<file path="src/rtl/cassette_pkg.sv">
// cassette_pkg: shared recorder state type, leader byte and FSK tick thresholds
// Thresholds are derived from the clock rate: MIN = shortest legal period,
// THR = 0/1 decision point, GAP = silence that ends a block.
package cassette_pkg;
    typedef enum logic [1:0] {IDLE, HUNT, DATA} rec_state_t;
    localparam logic [7:0] LEADER_BYTE = 8'h55;
    function automatic int min_t(input int hz);
        return hz / 4800;
    endfunction
    function automatic int thr_t(input int hz);
        return hz / 1800;
    endfunction
    function automatic int gap_t(input int hz);
        return hz / 600;
    endfunction
endpackage

</file>
<file path="src/rtl/fsk_period_detector.sv">
// fsk_period_detector: measures cout rise-to-rise periods and classifies them as bits
// Ports: i_clk/i_rst_n clock and async active-low reset; i_cout raw cassette bit;
//        o_bit_valid/o_bit_val one-cycle decoded bit; o_gap one-cycle silence pulse.
module fsk_period_detector
    import cassette_pkg::*;
#(
    parameter int CLK_HZ = 28_000_000
)(
    input  logic i_clk,
    input  logic i_rst_n,
    input  logic i_cout,
    output logic o_bit_valid,
    output logic o_bit_val,
    output logic o_gap
);
    localparam int GAP = gap_t(CLK_HZ);
    localparam int CW = $clog2(GAP + 1);
    localparam logic [CW-1:0] MIN_C = CW'(min_t(CLK_HZ));
    localparam logic [CW-1:0] THR_C = CW'(thr_t(CLK_HZ));
    localparam logic [CW-1:0] GAP_C = CW'(GAP);
    logic r_s1, r_s2;
    logic [CW-1:0] r_cnt;
    logic w_rise;
    assign w_rise = r_s1 & ~r_s2;
    // rises arriving too soon after the last accepted edge are glitches and leave cnt running
    assign o_bit_valid = w_rise & (r_cnt >= MIN_C);
    assign o_bit_val = r_cnt < THR_C;
    // fires on the single cycle the saturating counter steps onto GAP
    assign o_gap = (r_cnt == GAP_C - 1'b1) & ~o_bit_valid;
    always_ff @(posedge i_clk or negedge i_rst_n) begin
        if (!i_rst_n) begin
            r_s1 <= 1'b0;
            r_s2 <= 1'b0;
            r_cnt <= '0;
        end else begin
            r_s1 <= i_cout;
            r_s2 <= r_s1;
            r_cnt <= o_bit_valid ? CW'(1) : (r_cnt == GAP_C) ? r_cnt : r_cnt + 1'b1;
        end
    end
endmodule

</file>
<file path="src/rtl/cassette_recorder.sv">
// cassette_recorder: decodes MC-10 cassette FSK, aligns on leader 0x55 and writes bytes to SDRAM
// Ports: i_clk_sys/i_reset_n clock and async active-low reset; i_rec record level;
//        i_cout cassette bit; o_wr_req/i_wr_ack/o_wr_addr/o_wr_data SDRAM write port;
//        o_length committed bytes; o_status {overflow, full, locked}.
module cassette_recorder
    import cassette_pkg::*;
#(
    parameter int CLK_HZ  = 28_000_000,
    parameter int ADDR_W  = 25,
    parameter int MAX_LEN = 32768
)(
    input  logic              i_clk_sys,
    input  logic              i_reset_n,
    input  logic              i_rec,
    input  logic              i_cout,
    output logic              o_wr_req,
    input  logic              i_wr_ack,
    output logic [ADDR_W-1:0] o_wr_addr,
    output logic [7:0]        o_wr_data,
    output logic [ADDR_W-1:0] o_length,
    output logic [2:0]        o_status
);
    localparam logic [ADDR_W-1:0] MAX_C = ADDR_W'(MAX_LEN);
    rec_state_t r_state, w_next;
    logic r_rec_d, r_locked, r_full, r_ovf, r_req;
    logic [7:0] r_shreg, r_data;
    logic [2:0] r_bitcnt;
    logic [ADDR_W-1:0] r_addr, r_len;
    logic w_bit_valid, w_bit_val, w_gap, w_rec_rise, w_lock, w_emit;
    logic [7:0] w_sh;

    fsk_period_detector #(.CLK_HZ(CLK_HZ)) u_det (
        .i_clk(i_clk_sys),
        .i_rst_n(i_reset_n),
        .i_cout(i_cout),
        .o_bit_valid(w_bit_valid),
        .o_bit_val(w_bit_val),
        .o_gap(w_gap)
    );

    assign w_rec_rise = i_rec & ~r_rec_d;
    assign w_sh = {w_bit_val, r_shreg[7:1]};
    assign o_wr_req = r_req;
    assign o_wr_addr = r_addr;
    assign o_wr_data = r_data;
    assign o_length = r_len;
    assign o_status = {r_ovf, r_full, r_locked};

    always_ff @(posedge i_clk_sys or negedge i_reset_n) begin
        if (!i_reset_n) r_state <= IDLE;
        else r_state <= w_next;
    end

    always_comb begin
        w_next = !i_rec ? IDLE : w_rec_rise ? HUNT : w_lock ? DATA : (r_state == DATA && w_gap) ? HUNT : r_state;
    end

    // the byte that completes the leader pattern is itself the first byte stored
    always_comb begin
        w_lock = i_rec & (r_state == HUNT) & w_bit_valid & (w_sh == LEADER_BYTE);
        w_emit = w_lock | (i_rec & (r_state == DATA) & w_bit_valid & (r_bitcnt == 3'd7));
    end

    always_ff @(posedge i_clk_sys or negedge i_reset_n) begin
        if (!i_reset_n) begin
            r_rec_d <= 1'b0;
            r_shreg <= '0;
            r_bitcnt <= '0;
            r_locked <= 1'b0;
            r_full <= 1'b0;
            r_ovf <= 1'b0;
            r_req <= 1'b0;
            r_addr <= '0;
            r_data <= '0;
            r_len <= '0;
        end else begin
            r_rec_d <= i_rec;
            if (w_rec_rise) begin
                // a new recording wins over any in-flight handshake, which is abandoned
                r_shreg <= '0;
                r_bitcnt <= '0;
                r_locked <= 1'b0;
                r_full <= 1'b0;
                r_ovf <= 1'b0;
                r_req <= 1'b0;
                r_addr <= '0;
                r_len <= '0;
            end else begin
                if (w_bit_valid && r_state != IDLE) r_shreg <= w_sh;
                r_bitcnt <= (w_lock || (r_state == DATA && w_gap)) ? 3'd0 :
                            (r_state == DATA && w_bit_valid) ? r_bitcnt + 3'd1 : r_bitcnt;
                r_locked <= i_rec & (w_lock | (r_locked & ~((r_state == DATA) & w_gap)));
                if (r_req && i_wr_ack) begin
                    r_req <= 1'b0;
                    r_addr <= r_addr + 1'b1;
                    r_len <= r_len + 1'b1;
                end
                if (w_emit) begin
                    if (r_len == MAX_C) r_full <= 1'b1;
                    else if (r_req) r_ovf <= 1'b1;
                    else begin
                        r_data <= w_sh;
                        r_req <= 1'b1;
                    end
                end
            end
        end
    end
endmodule

</file>
<file path="config.mk">
export PLATFORM = sky130hd
export DESIGN_NAME = cassette_recorder
export DESIGN_NICKNAME = d
export VERILOG_FILES = /design/src/rtl/cassette_pkg.sv /design/src/rtl/fsk_period_detector.sv /design/src/rtl/cassette_recorder.sv
export SDC_FILE = /design/constraint.sdc
export NUM_CORES = 1
export LEC_CHECK = 0
export CAP_MARGIN = 20
export CORE_AREA = 8 8 106 108
export DETAILED_ROUTE_END_ITERATION = 8
export DIE_AREA = 0 0 114 116
export PLACE_DENSITY = 0.76
export SYNTH_ARGS = -nofsm -noshare
export SYNTH_HDL_FRONTEND = slang
export SYNTH_SLANG_ARGS = --single-unit
</file>
<file path="constraint.sdc">
create_clock -name i_clk_sys -period 2.9 [get_ports i_clk_sys]
set_clock_uncertainty 0.1 [all_clocks]
set_input_delay 0.58 -clock i_clk_sys [delete_from_list [all_inputs] [get_ports i_clk_sys]]
set_output_delay 0.58 -clock i_clk_sys [all_outputs]
set_load 0.005 [all_outputs]
</file>
==> implementation parameters <==
Parameter                              Value

Drt
  Routed met3 length ... 534 um
  Post-route ant nets ... 0
  Detailed-route wire length on metal 1 ... 4840 um
  Number of vias in the routed layout ... 3,792
  Avg Vias per Cell ... 5.54
  Routed length per instance ... 15.7 um
  DR DRC count ... 0
  Routed wire length ... 10,700 um
  Count of routing violations after the opening detailed-route iteration ... 198
  Met2 wire length ... 5290 um
  Uppermost signal routing layer after detailed routing ... met4
  Iteration count of the initial detailed-routing pass ... 5

STA
  Max-Slew Margin vs Limit ... 0.593
  Fmax ... 386 MHz
  Final hold vios ... 0
  Slew at the pin with the worst max-slew slack ... 0.611 ns
  Smallest setup slack after layout ... 0.312 ns
  Final Max Slew Viols ... 0
  Crit share post-route ... 0.892
  Worst Hold Slack ... 0.0611 ns
  Summed negative setup slack over all endpoints ... 0 ns
  Setup repair after global routing missed its margin ... no
  Final min period ... 2.59 ns
  Finish-stage setup viols ... 0

Synth
  Fraction of registers with async set or reset after synthesis ... 1.00
  Proportion of synthesized chip area in sequential cells ... 0.498
  Post-synthesis area per instance ... 9.80 sq um
  Post-synthesis instance area ... 4670 sq um
  Syn_nets ... 491
  Prevailing post-synth register cell ... dfrtp_1
  Number of storage elements in the synthesis netlist ... 93
  Synth unique cells ... 51
  EDFF count, synth ... 0
  Number of instances in the synthesized netlist ... 477
  Number of synthesis warnings ... 0

Critical path
  Kind of end point of the critical path ... flop
  Signal arrival time at the worst endpoint ... 2.71 ns
  Worst flop-to-flop path startpoint ... u_det.r_cnt[0]
  Nature of the critical path startpoint ... flop
  R2R Path End ... o_wr_data[2]
  Crit Path Category ... flop to flop
  Req. time, crit path ... 3.03 ns
  Top fanout value on the critical path ... 8
  Worst setup slack for register-to-register paths ... 0.31 ns
  Depth of the worst register-to-register path ... 7

Cells and area
  Post-layout util ... 0.603
  Area of the multi-input gates ... 2220 sq um
  Fraction of layout cells with a size suffix above 1 ... 0.0780
  Net count, final ... 561
  Storage cell area ... 2330 sq um
  Final Instance Count excl. Fillers ... 684
  Design area ... 5760 sq um
  FILL cells ... 813
  Number of inserted diodes ... 0
  Area Overhead vs Synth ... 23.2%

Placement
  Final GP Congestion ... 0.857
  Final HPWL from detailed placement ... 7750 um
  Pre-CTS setup slack ... 0.176 ns
  Port buffer count ... 66
  Cell Count Post-Placement ... 669
  Placed Instance Area ... 5540 sq um

Hold path
  Hold WC Path Type ... primary input to async pin

Pwr
  VDD IR max ... 0.225 mV
  Pwr per Cell Area ... 403 nW/um^2
  Leakage power summed over all cells ... 2.40 nW
  Post-layout power ... 2.32 mW
  Reported net switching power ... 0.476 mW
  Switching share of power ... 0.205
  Clock share of power ... 0.412
  Internal power ... 1.84 mW
  Share of total power in combinational logic ... 0.027
  Sequential group share of total power ... 0.561

GRT
  Number of antenna violations at the first check in global routing ... 0
  Global routing usage summed across all routing layers ... 0.170
  Wire length of the first global-routing pass ... 18,600 um
  Number of global-route vias before repair ... 3,878
  Largest net degree at the start of global routing ... 59
  Total overflow reported by the global router ... 0

CTS
  Post-CTS Hold Fix Bufs ... 0
  Post-cts resize count ... 0
  Clock tree from TritonCTS ... built
  CTS clk-pin slew, worst paths ... 0.09 ns
  Number of buffers added for setup after CTS ... 0
  Worst-case clock buffer depth ... 2
  TritonCTS Sinks ... 93
  H-tree depth ... 3
  Worst-skew pair later-pin latency ... 0.34 ns
  Number of buffers added by the clock tree synthesis step ... 9
  Root buf cell ... clkbuf_8

Die
  Initial Util ... 0.490
  Die footprint ... 13,200 sq um
  Die Y ... 116 um
  Standard cell core area ... 9550 sq um
  I/O Pins ... 67
  Die outline width ... 114 um
  Count of standard-cell rows ... 36

Run status
  Status ... completed

Job
  Maximum Capacitance Violations ... 0
-- flip-flops by register name, summed over array words and instances, names as in the netlist --
register / cells
o_length: 25
o_wr_addr: 25
u_det.r_cnt: 16
o_wr_data: 8
r_shreg: 7
r_bitcnt: 3
r_state: 2
o_wr_req: 1
r_full: 1
r_locked: 1
r_ovf: 1
r_rec_d: 1
u_det.r_s1: 1
u_det.r_s2: 1
-- power groups by stage --
stage / logic (mW) / clock network, mW / registers, mW
2_1_floorplan: 0.0202 / 0 / 1.33
3_3_place_gp: 0.0632 / 0 / 1.33
3_5_place_dp: 0.0644 / 0 / 1.33
4_1_cts: 0.0643 / 0.979 / 1.30
5_1_grt: 0.0715 / 1.03 / 1.30
6_report: 0.0623 / 0.956 / 1.30
-- cell families after synthesis --
kind of cell	count (synthesis)	share of synthesized area
compound gates	56	0.0763
xor+xnor	56	0.105
fa+ha+maj	9	0.0241
buf+inv	32	0.0286
flops	93	0.498
mux	9	0.0214
simple gates	222	0.247
-- cell usage in the layout (no fill, tap or decap), types with 2 or more instances in the layout --
cell type / count
or2_2: 2
nand2b_1: 5
or3_1: 5
o31ai_1: 2
nand3_1: 37
nor4_1: 10
nor3_1: 13
and4_1: 2
and3_1: 6
a2111oi_0: 2
nand4b_1: 2
or4_1: 4
a21oi_1: 23
nor2b_1: 3
o21a_1: 2
nand2_1: 28
xnor2_1: 21
nor2_1: 67
mux2_2: 3
xor2_1: 35
inv_1: 10
nor3b_1: 2
nor4b_1: 3
buf_4: 15
bufinv_16: 2
clkbuf_8: 11
ha_1: 9
dfrtp_1: 93
mux2_1: 5
clkdlybuf4s50_1: 65
nand4_1: 22
o21ai_0: 16
and2_1: 4
-- metal layers --
metal / vias to the layer above / track usage
met4: 0 / 0.0701
met2: 94 / 0.278
met1: 1881 / 0.217
li1: 1813 / -
met5: - / 0
met3: 4 / 0.0349
-- worst max path at each step --
stage	startpoint	slack, ns	end	depth (start not counted)
finish	u_det.r_cnt[0]	0.31	o_wr_data[2]	7
global route	u_det.r_cnt[0]	0.18	o_wr_data[1]	7
CTS	u_det.r_cnt[0]	0.32	o_wr_data[2]	7
detailed placement	i_wr_ack	0.18	o_wr_addr[24]	6
global placement	i_wr_ack	0.22	o_wr_addr[23]	6
floorplan	u_det.r_cnt[0]	0.28	o_wr_data[1]	7
-- synthesized netlist by cell type, types with 4 or more instances --
master	n	area, sq um
dfrtp_1	93	2330
nor2_1	67	251
nand3_1	37	185
xor2_1	35	307
nand2_1	28	105
a21oi_1	23	115
nand4_1	22	138
xnor2_1	21	184
o21ai_0	16	80.1
clkbuf_1	14	52.6
nor3_1	13	65.1
inv_1	10	37.5
nor4_1	10	62.6
ha_1	9	113
and3_1	6	37.5
mux2_1	5	56.3
nand2b_1	5	31.3
or3_1	5	31.3
and2_1	4	25.0
nor2b_1	4	25.0
or4_1	4	30.0
-- area by class of cell --
class / instances / area share
Tap cell: 133 / 0.0289
Timing Repair Buffer: 81 / 0.136
Clock inverter: 3 / 0.0119
Sequential cell: 93 / 0.404
Multi-Input combinational cell: 352 / 0.386
Clock buffer: 12 / 0.0269
Inverter: 10 / 0.00652
-- worst max-delay path: stages (launching register included) --
cell and delay, ns:
dfrtp_1 0.52, ha_1 0.27, nor4_1 0.10, a2111oi_4 0.43
o22ai_1 0.21, nor4b_4 0.29, buf_4 0.21, mux2_2 0.34
Power figures use the tool's default switching activity.
